[src/rtl/loop_ctrl.sv]
// Bracket/loop controller feeding the return-address stack.
// Pushes loop-start PCs on '[', pops on loop exit, requests a jump back to
// the loop body on ']' with a non-zero cell, and runs a forward-skip mode
// (with a nesting counter) when '[' sees a zero cell.
module loop_ctrl #(
   parameter int ADDR_W = 16,
   parameter int DEPTH  = 16,
   parameter int NEST_W = 8
) (
   input  logic                       clk,
   input  logic                       rst,
   input  logic                       op_valid,
   input  logic [1:0]                 op_code,
   output logic                       op_ready,
   input  logic [ADDR_W-1:0]          pc,
   input  logic                       cell_zero,
   output logic                       stk_we,
   output logic [1:0]                 stk_delta,
   output logic [ADDR_W-1:0]          stk_wd,
   input  logic [ADDR_W-1:0]          stk_rd,
   output logic                       jump,
   output logic [ADDR_W-1:0]          jump_pc,
   output logic                       skipping,
   output logic [$clog2(DEPTH+1)-1:0] depth,
   output logic                       err
);

   localparam int DW = $clog2(DEPTH + 1);

   localparam logic [1:0] ST_RUN   = 2'd0;
   localparam logic [1:0] ST_SKIP  = 2'd1;
   localparam logic [1:0] ST_JUMP  = 2'd2;
   localparam logic [1:0] ST_ERROR = 2'd3;

   localparam logic [1:0] OP_OPEN  = 2'b01;
   localparam logic [1:0] OP_CLOSE = 2'b10;

   localparam logic [1:0] DELTA_HOLD = 2'b00;
   localparam logic [1:0] DELTA_PUSH = 2'b01;
   localparam logic [1:0] DELTA_POP  = 2'b11;

   localparam logic [DW-1:0]     DEPTH_FULL = DW'(DEPTH);
   localparam logic [NEST_W-1:0] NEST_MAX   = '1;

   logic [1:0]        state_reg, state_next;
   logic [DW-1:0]     depth_reg, depth_next;
   logic [NEST_W-1:0] nest_reg, nest_next;
   logic [ADDR_W-1:0] jump_pc_reg, jump_pc_next;
   logic              err_reg, err_next;

   // Outputs decoded directly from registered state, so rst clears them at once
   assign op_ready = (state_reg == ST_RUN) || (state_reg == ST_SKIP);
   assign jump     = (state_reg == ST_JUMP);
   assign skipping = (state_reg == ST_SKIP);
   assign jump_pc  = jump_pc_reg;
   assign depth    = depth_reg;
   assign err      = err_reg;

   // Next-state and stack-command decode; stack acts on the acceptance edge
   always_comb begin
      state_next   = state_reg;
      depth_next   = depth_reg;
      nest_next    = nest_reg;
      jump_pc_next = jump_pc_reg;
      err_next     = err_reg;
      stk_we       = 1'b0;
      stk_delta    = DELTA_HOLD;
      stk_wd       = '0;

      case (state_reg)
         ST_RUN: begin
            if (op_valid) begin
               if (op_code == OP_OPEN) begin
                  if (cell_zero) begin
                     // Zero cell: skip forward to the matching ']'
                     nest_next  = '0;
                     state_next = ST_SKIP;
                  end else if (depth_reg == DEPTH_FULL) begin
                     err_next   = 1'b1;
                     state_next = ST_ERROR;
                  end else begin
                     stk_we     = 1'b1;
                     stk_delta  = DELTA_PUSH;
                     stk_wd     = pc;
                     depth_next = depth_reg + DW'(1);
                  end
               end else if (op_code == OP_CLOSE) begin
                  if (depth_reg == '0) begin
                     err_next   = 1'b1;
                     state_next = ST_ERROR;
                  end else if (cell_zero) begin
                     // Loop exit: discard the saved loop start
                     stk_delta  = DELTA_POP;
                     depth_next = depth_reg - DW'(1);
                  end else begin
                     // Loop again: resume at the op after the matching '['
                     jump_pc_next = stk_rd + ADDR_W'(1);
                     state_next   = ST_JUMP;
                  end
               end
            end
         end
         ST_SKIP: begin
            if (op_valid) begin
               if (op_code == OP_OPEN) begin
                  if (nest_reg == NEST_MAX) begin
                     err_next   = 1'b1;
                     state_next = ST_ERROR;
                  end else begin
                     nest_next = nest_reg + NEST_W'(1);
                  end
               end else if (op_code == OP_CLOSE) begin
                  if (nest_reg == '0) begin
                     state_next = ST_RUN;
                  end else begin
                     nest_next = nest_reg - NEST_W'(1);
                  end
               end
            end
         end
         ST_JUMP: begin
            state_next = ST_RUN;
         end
         default: begin
            // ERROR is terminal until reset
            err_next = 1'b1;
         end
      endcase
   end

   // State registers with asynchronous reset
   always_ff @(posedge clk or posedge rst) begin
      if (rst) begin
         state_reg   <= ST_RUN;
         depth_reg   <= '0;
         nest_reg    <= '0;
         jump_pc_reg <= '0;
         err_reg     <= 1'b0;
      end else begin
         state_reg   <= state_next;
         depth_reg   <= depth_next;
         nest_reg    <= nest_next;
         jump_pc_reg <= jump_pc_next;
         err_reg     <= err_next;
      end
   end

endmodule

[config.mk]
export PLATFORM = sky130hd
export DESIGN_NAME = loop_ctrl
export DESIGN_NICKNAME = d
export VERILOG_FILES = /design/src/rtl/loop_ctrl.sv
export SDC_FILE = /design/constraint.sdc
export NUM_CORES = 1
export LEC_CHECK = 0
export CORE_ASPECT_RATIO = 1.5
export CORE_MARGIN = 4
export CORE_UTILIZATION = 45
export CTS_CLUSTER_SIZE = 24
export DETAILED_ROUTE_END_ITERATION = 8
export PLACE_DENSITY = 0.88
export SYNTH_ARGS = -nofsm -noshare
export SYNTH_HDL_FRONTEND = slang
export SYNTH_SLANG_ARGS = --single-unit
export TNS_END_PERCENT = 20
[constraint.sdc]
create_clock -name clk -period 3.11 [get_ports clk]
set_input_delay 0.933 -clock clk [delete_from_list [all_inputs] [get_ports clk]]
set_output_delay 0.933 -clock clk [all_outputs]
set_load 0.05 [all_outputs]
# Yosys cells after proc, flatten, opt, wreduce, memory -nomap -nowiden
# Index checks and enable logic that the tools add are counted.
dict set report word_totals {
  inputBits 38
  output_inout_bits 44
  word_cells 109
  reg_bits 32
}
dict set report classes {
  n_addsub 5
  muxes 56
  n_reduce_logical 13
  n_bitwise 4
  n_eq_ne 26
}
# op count
set ops {}
lappend ops {{two-way mux 16 bit} 5}
lappend ops {{two-way mux 8 bit} 8}
lappend ops {{two-way mux 2 bit} 18}
lappend ops {{two-way mux 5 bit} 6}
lappend ops {{AND reduction 9 bit} 2}
lappend ops {{adder 16 x 1 -> 16 bit (second input constant)} 1}
lappend ops {{two-way mux 1 bit} 16}
lappend ops {{case mux 8 bit (2 select lines)} 1}
lappend ops {{!= test 3 x 1 -> 1 bit (second input constant)} 4}
lappend ops {{!= test 3 bit (second input constant)} 4}
lappend ops {{!= test 2 bit (second input constant)} 5}
lappend ops {{adder 8 x 1 -> 8 bit (second input constant)} 1}
lappend ops {{== test 8 bit (second input constant)} 1}
lappend ops {{zero test 8 bit} 1}
lappend ops {{!= test 2 x 1 -> 1 bit (second input constant)} 4}
lappend ops {{AND reduction 8 bit} 1}
lappend ops {{subtractor 8 x 1 -> 8 bit (second input constant)} 1}
lappend ops {{AND reduction 7 bit} 1}
lappend ops {{case mux 2 bit (3 select lines)} 1}
lappend ops {{AND reduction 6 bit} 1}
lappend ops {{nonzero test 2 bit} 3}
lappend ops {{adder 5 x 1 -> 5 bit (second input constant)} 1}
lappend ops {{== test 5 bit (second input constant)} 1}
lappend ops {{zero test 5 bit} 1}
lappend ops {{other kinds (11)} 16}

# Depth between registers and ports, before layout
# Gate-level depths: netlist (run 1).
dict set report depth {
  ltp_word 6
  depth_mapped 10
  ltp_nobuf 10
}

# Least setup slack after synthesis (run 1)
# OpenSTA, ideal clock, no wires.
dict set report synth_path {
  kind {input-to-output}
  from {in op_code[1]}
  to {out stk_delta[0]}
  t_required_ns 2.177
  arrival_ns 2.586
  setup_slack_ns -0.409
  stages 6
  n_path_buf 0
  path_cell_list {inv_1 -> ha_1 -> a21oi_1 -> nand2_1 -> nor2_1 -> or2_2}
}
dict set report synth_via {
  elab_chain_len 5
  elab_cells_between_ends 6
  classes_between {eq/ne: 2; mux: 4}
}
# item line
set synth_lines {}
lappend synth_lines {{start, declared} 13} ;# input logic [1:0] op_code,
lappend synth_lines {{== test 2 bit} 87} ;# end else if (op_code == OP_CLOSE) begin
lappend synth_lines {{two-way mux 2 bit} 87}
lappend synth_lines {{two-way mux 2 bit *} 73} ;# if (op_code == OP_OPEN) begin
lappend synth_lines {{two-way mux 2 bit *} 72} ;# if (op_valid) begin
lappend synth_lines {{two-way mux 2 bit *} 70} ;# case (state_reg)
lappend synth_lines {{end, declared} 18} ;# output logic [1:0] stk_delta,
# Every way passes the cells marked *; elsewhere a longest branch is shown, timed or not.

# Final worst setup path (run 1)
dict set report layout_path {
  from {in op_code[0]}
  to {out stk_wd[2]}
}
dict set report layout_via {
  elab_chain_len 4
}
# item line
set layout_lines {}
lappend layout_lines {{== test 2 x 1 -> 1 bit} 73}
lappend layout_lines {{two-way mux 16 bit} 73}
lappend layout_lines {{two-way mux 16 bit} 72}
lappend layout_lines {{two-way mux 16 bit} 70}
lappend layout_lines {{end, declared} 19} ;# output logic [ADDR_W-1:0] stk_wd,
# No other way between the ends.

==> flow_summary.ini, run 1 <==
[timing]
post-route-min-period_ps = 3100
fmax_mhz = 323
skew_ps = 6.56
finalMaxSlewViolations = 0
finalSetupViolCount = 0
slew_headroom_pct = 64.3
worst_pin_slew_ps = 534
timing.final.hold_violations = 0
period_share_pct = 99.6
hold_ws_ps = 458

[min_path]
hp-class = reg -> reg
hold_path_end = err
holdPathStages = 1
hp-start = err

[synthesis]
ys_seq_elements = 32
synthTopCellsByCount = 32 x dfrtp_1, 25 x nor2_1, 23 x a21oi_1, 19 x and3_1, 19 x nand2_1
ys_top_cells_by_area = dfrtp_1 35%, ha_1 8.7%, xnor2_1 5.3%
synth.avg_cell_area_um2 = 8.84
synth_top_area_share_pct = 34.7
synthCells = 261
synth.most_common_cell = dfrtp_1
async_reset_ff_share_pct = 100
synth_seq_area_share_pct = 34.7
post-synth-top-area-cell = dfrtp_1
yosysUniqueCellTypes = 45
synth_area_um2 = 2310
synth_ff_type = dfrtp_1
synth_nets = 315
synth_edf_count = 0
ys_warn_count = 0

[floorplanning]
die_w_um = 66.5
coreArea_um2 = 4890
initial_core_util_pct = 47.2
ios = 82
rows = 31
die_area_um2 = 6360
die_h_um = 95.7

[cts]
cts_buffer_depth = 2
clk_pin_slew_ps = 60
cts_tree = yes
htree_num_levels = 2
clock_latency_ps = 290
cts_sinks = 32
numCtsBuffers = 5
cts_root_buffer = clkbuf_8
postCtsHoldBufs = 0

[finish]
fin_util_pct = 79.9
nets = 425
largest_reg_flops = 16
layout-drive-gt1-share_pct = 29.3
area_delta_synth_final_pct = 69.3
insertedDiodeCount = 0

[worst_setup_path]
r2r-end = state_reg[0]
reg2reg_from = depth[1]
worst_setup_path_end_kind = primary output
ff2ff_path_depth = 7
crit_chain = clkdlybuf4s15_2 > ha_4 > and4b_2 > clkbuf_16 > and3_4 > buf_12
worst_ep_arrival_time_ps = 2170
rrSetupSlack_ps = 620
crit_path_start_kind = input pin
worstPathBufferInverterCount = 3
critPathLaunch = op_code[0]
cp.required_ps = 2180
cp_max_fo = 8
cpPeakStageDelay_ps = 340
critical-path-top-delay-family = simple AND/OR/NAND/NOR gates
path_class = in -> out
crit_slowest_cell = and4b_2

[placed_design]
portBuffers = 81
dp_hpwl_um = 5630
place_congestion = 0.908

[global_route]
grt_pass1_vias = 2666
grt_pass1_wl_um = 12100
track_usage_pct = 24.9
grt-ovfl-total = 0
grt_start_max_net_pins = 33
antenna_found_initial = 0

[routing]
wl_per_cell_um = 18.3
drc = 0
vias_per_cell = 5.78
drtIter0Drc = 126
ant_nets = 0
firstDrtPassIters = 4
via_count = 2531
finalWirelength_um = 8000

[power]
power_density_nw_per_um2 = 879
ir_drop_mv = 0.661
leakagePower_nw = 1.66

[status]
outcome = complete, no violations

[job]
max_cap_violations = 0
power by group:
group	internal [mW]	total (mW)	switching [mW]
Clock	0.283	0.436	0.154
Sequential	0.607	0.819	0.213
Combinational	0.913	2.18	1.26
Total	1.80	3.43	1.63
cell usage in the layout (no fill, tap or decap), drive strengths merged, types with 8 or more instances in the layout:
master and instances:
a21oi 23, and3 20, buf 56, clkbuf 8, clkdlybuf4s50 57, dfrtp 32, ha 16, inv 11
nand2 19, nand3 10, nor2 25, o21ai 9, xnor2 14, xor2 13
per-stage QoR:
stage	instances	power, mW	area (um2)	setup TNS, ps	setup slack (ps)
2_1_floorplan	261	2.14	2380	0	20.3
3_3_place_gp	428	2.81	3670	-5650	-333
3_5_place_dp	428	2.89	3670	-6810	-484
4_1_cts	436	3.39	3830	0	11.4
5_1_grt	438	3.62	3900	-205	-58.7
6_report	438	3.43	3900	0	11.5
metal layers:
metal | wire length [um] | up-vias | global-route usage [%] | part of all wire (%)
li1 | - | 1145 | - | -
met1 | 2730 | 1222 | 23.9 | 34
met2 | 4450 | 134 | 46.5 | 56
met3 | 522 | 30 | 5.90 | 6.5
met4 | 299 | 0 | 14.9 | 3.7
met5 | 0 | - | 0 | 0
final cells by class:
cell class / instances / area (um2)
multi-input combinational: 204 / 1530
timing repair buffer: 117 / 1320
fill: 291 / 983
sequential: 32 / 803
clock buffer: 7 / 96.3
tap: 66 / 82.6
inverter: 11 / 41.3
clock inverter: 1 / 30.0
logic make-up (layout without fill, tap and decap cells):
kind of cell               after synthesis  in the layout  synth area share (%)
AOI/OAI and AO/OA                       54             54                  15.2
DFF                                     32             32                  34.7
muxes                                    8              8                  3.74
xor gates and xnor gates                27             27                  10.3
adders and majority gates               16             16                  8.68
buffers and inverters                   25            136                  5.10
and+or+nand+nor                         99             99                  22.3
how the worst max path moves through the flow:
stage	to	slack, ps	cells past startpoint
floorplan	nest_reg[7]	20	10
global placement	nest_reg[7]	-330	10
detailed placement	nest_reg[7]	-480	10
CTS	stk_delta[0]	10	5
global route	stk_delta[0]	-60	6
finish	stk_wd[2]	10	6
worst register-to-register path, cell delays in order, from the launching register on:
cell and delay [ps]:
dfrtp_2 480, nor4_4 370, nand2_1 130, and4b_2 320
clkbuf_16 180, a311o_1 270, a31oi_1 240, mux2_2 370
repair_timing:
item	CTS	global route
pin swaps	1	7
setup endpoints to repair	23	10
gates resized for setup	14	13
gates cloned	0	1
buffers inserted	0	1
No activity file was read; power rests on OpenSTA's default activity.
==> inputs of run 2 (changes only) <==
- HOLD_SLACK_MARGIN: unset -> 0.12
==> results of run 2 <==
The final DEF is identical to that of run 1; final timing and power are the same.
